**config.mk**
```make
export PLATFORM = sky130hd
export DESIGN_NAME = mips_run_controller
export DESIGN_NICKNAME = d
export VERILOG_FILES = /design/src/rtl/mips_run_controller.sv
export SDC_FILE = /design/constraint.sdc
export NUM_CORES = 1
export LEC_CHECK = 0
export ABC_AREA = 1
export CORE_ASPECT_RATIO = 1.5
export CORE_UTILIZATION = 50
export CTS_BUF_LIST = sky130_fd_sc_hd__clkbuf_4 sky130_fd_sc_hd__clkbuf_8
export DETAILED_ROUTE_END_ITERATION = 10
export HOLD_SLACK_MARGIN = 0.05
export PLACE_DENSITY = 0.86
export RECOVER_POWER = 25
export SETUP_SLACK_MARGIN = 0.5
export SLEW_MARGIN = 0
export SYNTH_ARGS = -nofsm -noshare
export SYNTH_HDL_FRONTEND = slang
export SYNTH_SLANG_ARGS = --single-unit
```
**constraint.sdc**
```tcl
create_clock -name clk -period 2.1 [get_ports clk]
set_clock_uncertainty 0.05 [all_clocks]
set_input_delay 0.63 -clock clk [delete_from_list [all_inputs] [get_ports clk]]
set_output_delay 0.63 -clock clk [all_outputs]
set_load 0.005 [all_outputs]
```
**src/rtl/mips_run_controller.sv**
```systemverilog
// Run/step/breakpoint sequencer that gates a single-cycle MIPS core and selects the display index.
// Define RUN_CTRL_BREAKPOINT_EN to build the PC-breakpoint stop (BREAK state) and its skip flag.
module mips_run_controller #(
  parameter logic [15:0] DEBOUNCE_CYCLES = 16'd50000,
  parameter logic [31:0] RUN_DIV         = 32'd1,
  parameter logic [31:0] SCAN_CYCLES     = 32'd50000000
) (
  input  logic        clk,
  input  logic        reset,
  input  logic        step_btn,
  input  logic        run_btn,
  input  logic [31:0] pc,
  input  logic [31:0] bp_addr,
  input  logic [4:0]  sel_sw,
  input  logic        auto_scan,
  output logic        cpu_en,
  output logic [1:0]  state,
  output logic        halted,
  output logic [31:0] instr_count,
  output logic [4:0]  disp_sel
);

  typedef enum logic [1:0] {
    S_HALT  = 2'b00,
    S_STEP  = 2'b01,
    S_RUN   = 2'b10,
    S_BREAK = 2'b11
  } run_state_t;

  run_state_t  cur;
  logic [1:0]  btn_raw;
  logic [1:0]  sync_a;
  logic [1:0]  sync_b;
  logic [1:0]  level;
  logic [1:0]  level_q;
  logic [15:0] db_cnt [2];
  logic [1:0]  press;
  logic        step_press;
  logic        run_press;
  logic [31:0] div_cnt;
  logic        div_tick;
  logic        bp_hit;
  logic [31:0] scan_cnt;

  assign btn_raw = {run_btn, step_btn};

  // Bit 0 = step, bit 1 = run: 2-FF synchroniser, then level accepted after N equal samples
  always_ff @(posedge clk) begin
    if (reset) begin
      sync_a    <= 2'b00;
      sync_b    <= 2'b00;
      level     <= 2'b00;
      level_q   <= 2'b00;
      db_cnt[0] <= 16'd0;
      db_cnt[1] <= 16'd0;
    end else begin
      sync_a  <= btn_raw;
      sync_b  <= sync_a;
      level_q <= level;
      for (int i = 0; i < 2; i++) begin
        if (sync_b[i] == level[i]) begin
          db_cnt[i] <= 16'd0;
        end else if (db_cnt[i] == DEBOUNCE_CYCLES - 16'd1) begin
          db_cnt[i] <= 16'd0;
          level[i]  <= sync_b[i];
        end else begin
          db_cnt[i] <= db_cnt[i] + 16'd1;
        end
      end
    end
  end

  assign press      = level & ~level_q;
  assign run_press  = press[1];
  assign step_press = press[0] & ~press[1];

  assign div_tick = (div_cnt == RUN_DIV - 32'd1);

`ifdef RUN_CTRL_BREAKPOINT_EN
  logic skip;

  assign bp_hit = (pc == bp_addr) && !skip;

  // Leaving BREAK lets the trapped instruction retire once before the compare re-arms
  always_ff @(posedge clk) begin
    if (reset) begin
      skip <= 1'b0;
    end else if ((cur == S_BREAK) && (run_press || step_press)) begin
      skip <= 1'b1;
    end else if (cpu_en) begin
      skip <= 1'b0;
    end
  end
`else
  logic unused_bp;

  assign bp_hit    = 1'b0;
  assign unused_bp = ^{pc, bp_addr};
`endif

  assign cpu_en = (cur == S_STEP) || ((cur == S_RUN) && div_tick && !bp_hit);
  assign state  = cur;

  // Sequencer; run press beats step press and beats a breakpoint hit
  always_ff @(posedge clk) begin
    if (reset) begin
      cur     <= S_HALT;
      halted  <= 1'b1;
      div_cnt <= 32'd0;
    end else begin
      case (cur)
        S_HALT: begin
          if (run_press) begin
            cur     <= S_RUN;
            halted  <= 1'b0;
            div_cnt <= 32'd0;
          end else if (step_press) begin
            cur    <= S_STEP;
            halted <= 1'b0;
          end
        end
        S_STEP: begin
          cur    <= S_HALT;
          halted <= 1'b1;
        end
        S_RUN: begin
          if (run_press) begin
            cur    <= S_HALT;
            halted <= 1'b1;
          end else if (bp_hit) begin
            cur    <= S_BREAK;
            halted <= 1'b1;
          end else begin
            div_cnt <= div_tick ? 32'd0 : div_cnt + 32'd1;
          end
        end
        S_BREAK: begin
          if (run_press) begin
            cur     <= S_RUN;
            halted  <= 1'b0;
            div_cnt <= 32'd0;
          end else if (step_press) begin
            cur    <= S_STEP;
            halted <= 1'b0;
          end
        end
      endcase
    end
  end

  always_ff @(posedge clk) begin
    if (reset) begin
      instr_count <= 32'd0;
    end else if (cpu_en) begin
      instr_count <= instr_count + 32'd1;
    end
  end

  // Auto-scan continues from whatever index is currently shown
  always_ff @(posedge clk) begin
    if (reset) begin
      disp_sel <= 5'd0;
      scan_cnt <= 32'd0;
    end else if (!auto_scan) begin
      disp_sel <= sel_sw;
      scan_cnt <= 32'd0;
    end else if (scan_cnt == SCAN_CYCLES - 32'd1) begin
      disp_sel <= disp_sel + 5'd1;
      scan_cnt <= 32'd0;
    end else begin
      scan_cnt <= scan_cnt + 32'd1;
    end
  end

endmodule

```
==> flow_summary.ini <==
[outcome]
status = complete, but fails checks
failed_checks = max-capacitance violations, max-slew violations, negative setup slack

[grt]
grt.overflow.total = 0
grt_max_degree = 62
track_usage_pct = 29.9
grt_pass1_wl_um = 41600
antenna_found_initial = 0
first_global_vias = 9166

[synthesis]
yosysSeqAreaShare_pct = 37.2
synth_seq_cells = 144
synth-main-ff-cell = dfxtp_1
syn_avg_cell_area_um2 = 6.89
synth_area_um2 = 8610
ys_types = 42
ys_warn_count = 0
synth_edf_count = 32
ys_async_sr_fraction_pct = 0
netlist_instances = 1249

[placed_design]
io_buffer_count = 50
place.gp.congestion = 0.932
dp_slack_ps = -186
dp_hpwl_um = 15700

[timing]
finalMaxSlewViolations = 62
hold_violations = 0
max_slew_margin_pct = -20.6
min_period_ps = 2380
fin_crit_sh_pct = 113
setup_tns_ps = -337
tightest_slew_ps = 1810
max_freq_mhz = 421
rsz0062_at_grt = yes
hold_slack_ps = 343
setup_violations = 2
finalWorstSetupSlack_ps = -277

[detailed_routing]
dr.first_iter.drc_count = 722
first_pass_iters = 5
drtAntennaViolNets = 0
drt-total-wl_um = 27400
vias_per_cell = 5.62
drc = 0
routedWlPerCell_um = 16.3
vias = 9446

[setup_path]
cp.arrival_ps = 1700
slowest_stage = dfxtp_2
path_class = reg -> out
cpPeakStageDelay_ps = 330
cp_max_fo = 2
cp-end-kind = output port
start_kind = flip-flop
cp.required_ps = 1420
path_cells = inv_2 > ha_4 > nand3_2 > nor2_2 > nand2_2 > nor2_4 > nand2_4 > nand2_8 > buf_6

[clocking]
cts_buffers = 17
clock_sink_count = 144
path_clk_slew_ps = 90
cts.htree.levels = 4
clockRootBuffer = clkbuf_8
cts_tree = yes
clkLatencyLatePin_ps = 480
cts_buffer_depth = 2

[floorplanning]
die_y_um = 163
start_util_pct = 51.1
fp.dieArea_um2 = 17800
core_area_um2 = 16800
die-width_um = 109
fp-row-count = 58
top_level_ports = 115

[final_layout]
area_delta_synth_final_pct = 38.1
insertedDiodeCount = 0
final_layout_size_suffix_gt1_share_pct = 32.9
layout.nets = 1542

[flow_run]
maxCapViolations = 1

[power]
peakVddDrop_uv = 467
powerDensity_nw_per_um2 = 500
p_leak_nw = 4.50

[min_path]
hold_class = reg -> reg
-- final timing paths --
check                                              from                  endpoint  slack [ps]  depth (start not counted)
worst max-delay path            div_cnt[0]$_SDFFE_PP0P_                    cpu_en        -280                          9
worst min-delay path               sync_a[0]$_SDFF_PP0_      sync_b[0]$_SDFF_PP0_         340                          2
worst max register to register    state[1]$_SDFFE_PP0P_  div_cnt[14]$_SDFFE_PP0P_          90                         11
worst min register to register     sync_a[0]$_SDFF_PP0_      sync_b[0]$_SDFF_PP0_         340                          2
-- synth_stat cells, types with 6 or more instances --
cell type	count	area, um2
a21oi_1	61	305
a21oi_2	29	254
buf_2	8	40.0
buf_4	6	45.0
clkbuf_1	9	33.8
dfxtp_1	112	2240
edfxtp_1	32	961
ha_1	9	113
inv_1	103	387
inv_2	8	30.0
nand2_1	322	1210
nand2_2	36	225
nand3_1	102	510
nand3b_1	23	173
nand4_1	20	125
nor2_1	214	803
nor2_2	8	50.1
nor2_4	8	90.1
nor3_1	28	140
nor3b_1	8	60.1
o21ai_0	17	85.1
xnor2_1	10	87.6
xor2_1	34	298
-- repair_timing --
action / CTS / global route
hold buffers: 0 / 0
setup buffers: 70 / 10
gates resized for setup: 409 / 109
endpoints found under the setup margin: 175 / 179
pin swaps: 49 / 69
gates cloned: 6 / 3
-- cell type report --
cell class              instances  area, um2
fillers                      1206       4940
multi-input cells             996       5740
flip-flops and latches        144       3250
clock buffers                  22        284
clock inverters                10        113
well taps                     210        263
repair buffers                188       1800
inverters                     112        442
-- power by group --
part,internal [W],switching (W),leakage [nW]
combinational,0.000305,0.000445,3.05
sequential,0.00286,0.0000515,1.25
clock,0.00115,0.00113,0.203
-- through the flow --
stage | total power (W) | instance area [um2] | util [%] | std cells
after floorplan | 0.00331 | 8810 | - | 1280
after global placement | 0.00343 | 9750 | 57.9 | 1561
after detailed placement | 0.00344 | 9750 | 57.9 | 1561
after CTS | 0.00580 | 11400 | 67.9 | 1669
after global routing | 0.00613 | 11900 | 70.6 | 1682
final | 0.00595 | 11900 | 70.6 | 1682
-- placed cells by master, fill, tap and decap left out, types with 5 or more instances in the layout --
cell type	count
dfxtp_4	10
nand3_1	89
nand4_1	20
clkdlybuf4s50_1	8
inv_1	93
conb_1	32
a21oi_2	62
nor3_2	10
clkbuf_8	19
nand3b_1	23
edfxtp_1	32
nor3_1	17
nand2_2	44
nand2_4	17
nor2_4	32
a21oi_1	28
nor3b_2	6
buf_8	5
dfxtp_1	92
nand2_1	298
ha_4	6
xor2_1	34
buf_12	5
buf_4	107
nor2_2	21
buf_6	51
o21ai_0	14
xnor2_1	10
inv_2	15
dfxtp_2	10
nand3_2	13
nor2_1	177
-- kinds of logic (layout without fill, tap and decap cells) --
| family | after synthesis | in the layout | synth area share, % |
|---|---|---|---|
| compound gates | 117 | 117 | 8.21 |
| xor+xnor | 44 | 44 | 4.48 |
| fa+ha+maj | 9 | 9 | 1.31 |
| buf+inv | 141 | 332 | 7.09 |
| flops | 144 | 144 | 37.2 |
| other cells | 1 | 32 | 0.0436 |
| simple gates | 793 | 794 | 41.7 |
-- flip-flops by register name (all words and copies together), names as in the netlist --
name / cells
scan_cnt: 32
level: 2
disp_sel: 5
sync_b: 2
div_cnt: 32
instr_count: 32
db_cnt: 32
halted: 1
state: 2
sync_a: 2
level_q: 2
-- layer usage --
metal  track usage, %  share of wire, %
met1             30.8                36
met2             54.2                52
met3             5.36               5.5
met4             19.6               6.6
met5                0                 0
-- worst max-delay path, delay by kind of cell, from the launching register on --
| kind | cells | cell delay [ps] |
|---|---|---|
| adders and majority gates | 1 | 120 |
| and+or+nand+nor | 6 | 610 |
| buffers and inverters | 2 | 150 |
| DFF | 1 | 330 |
(Power assumes the default switching activity.)
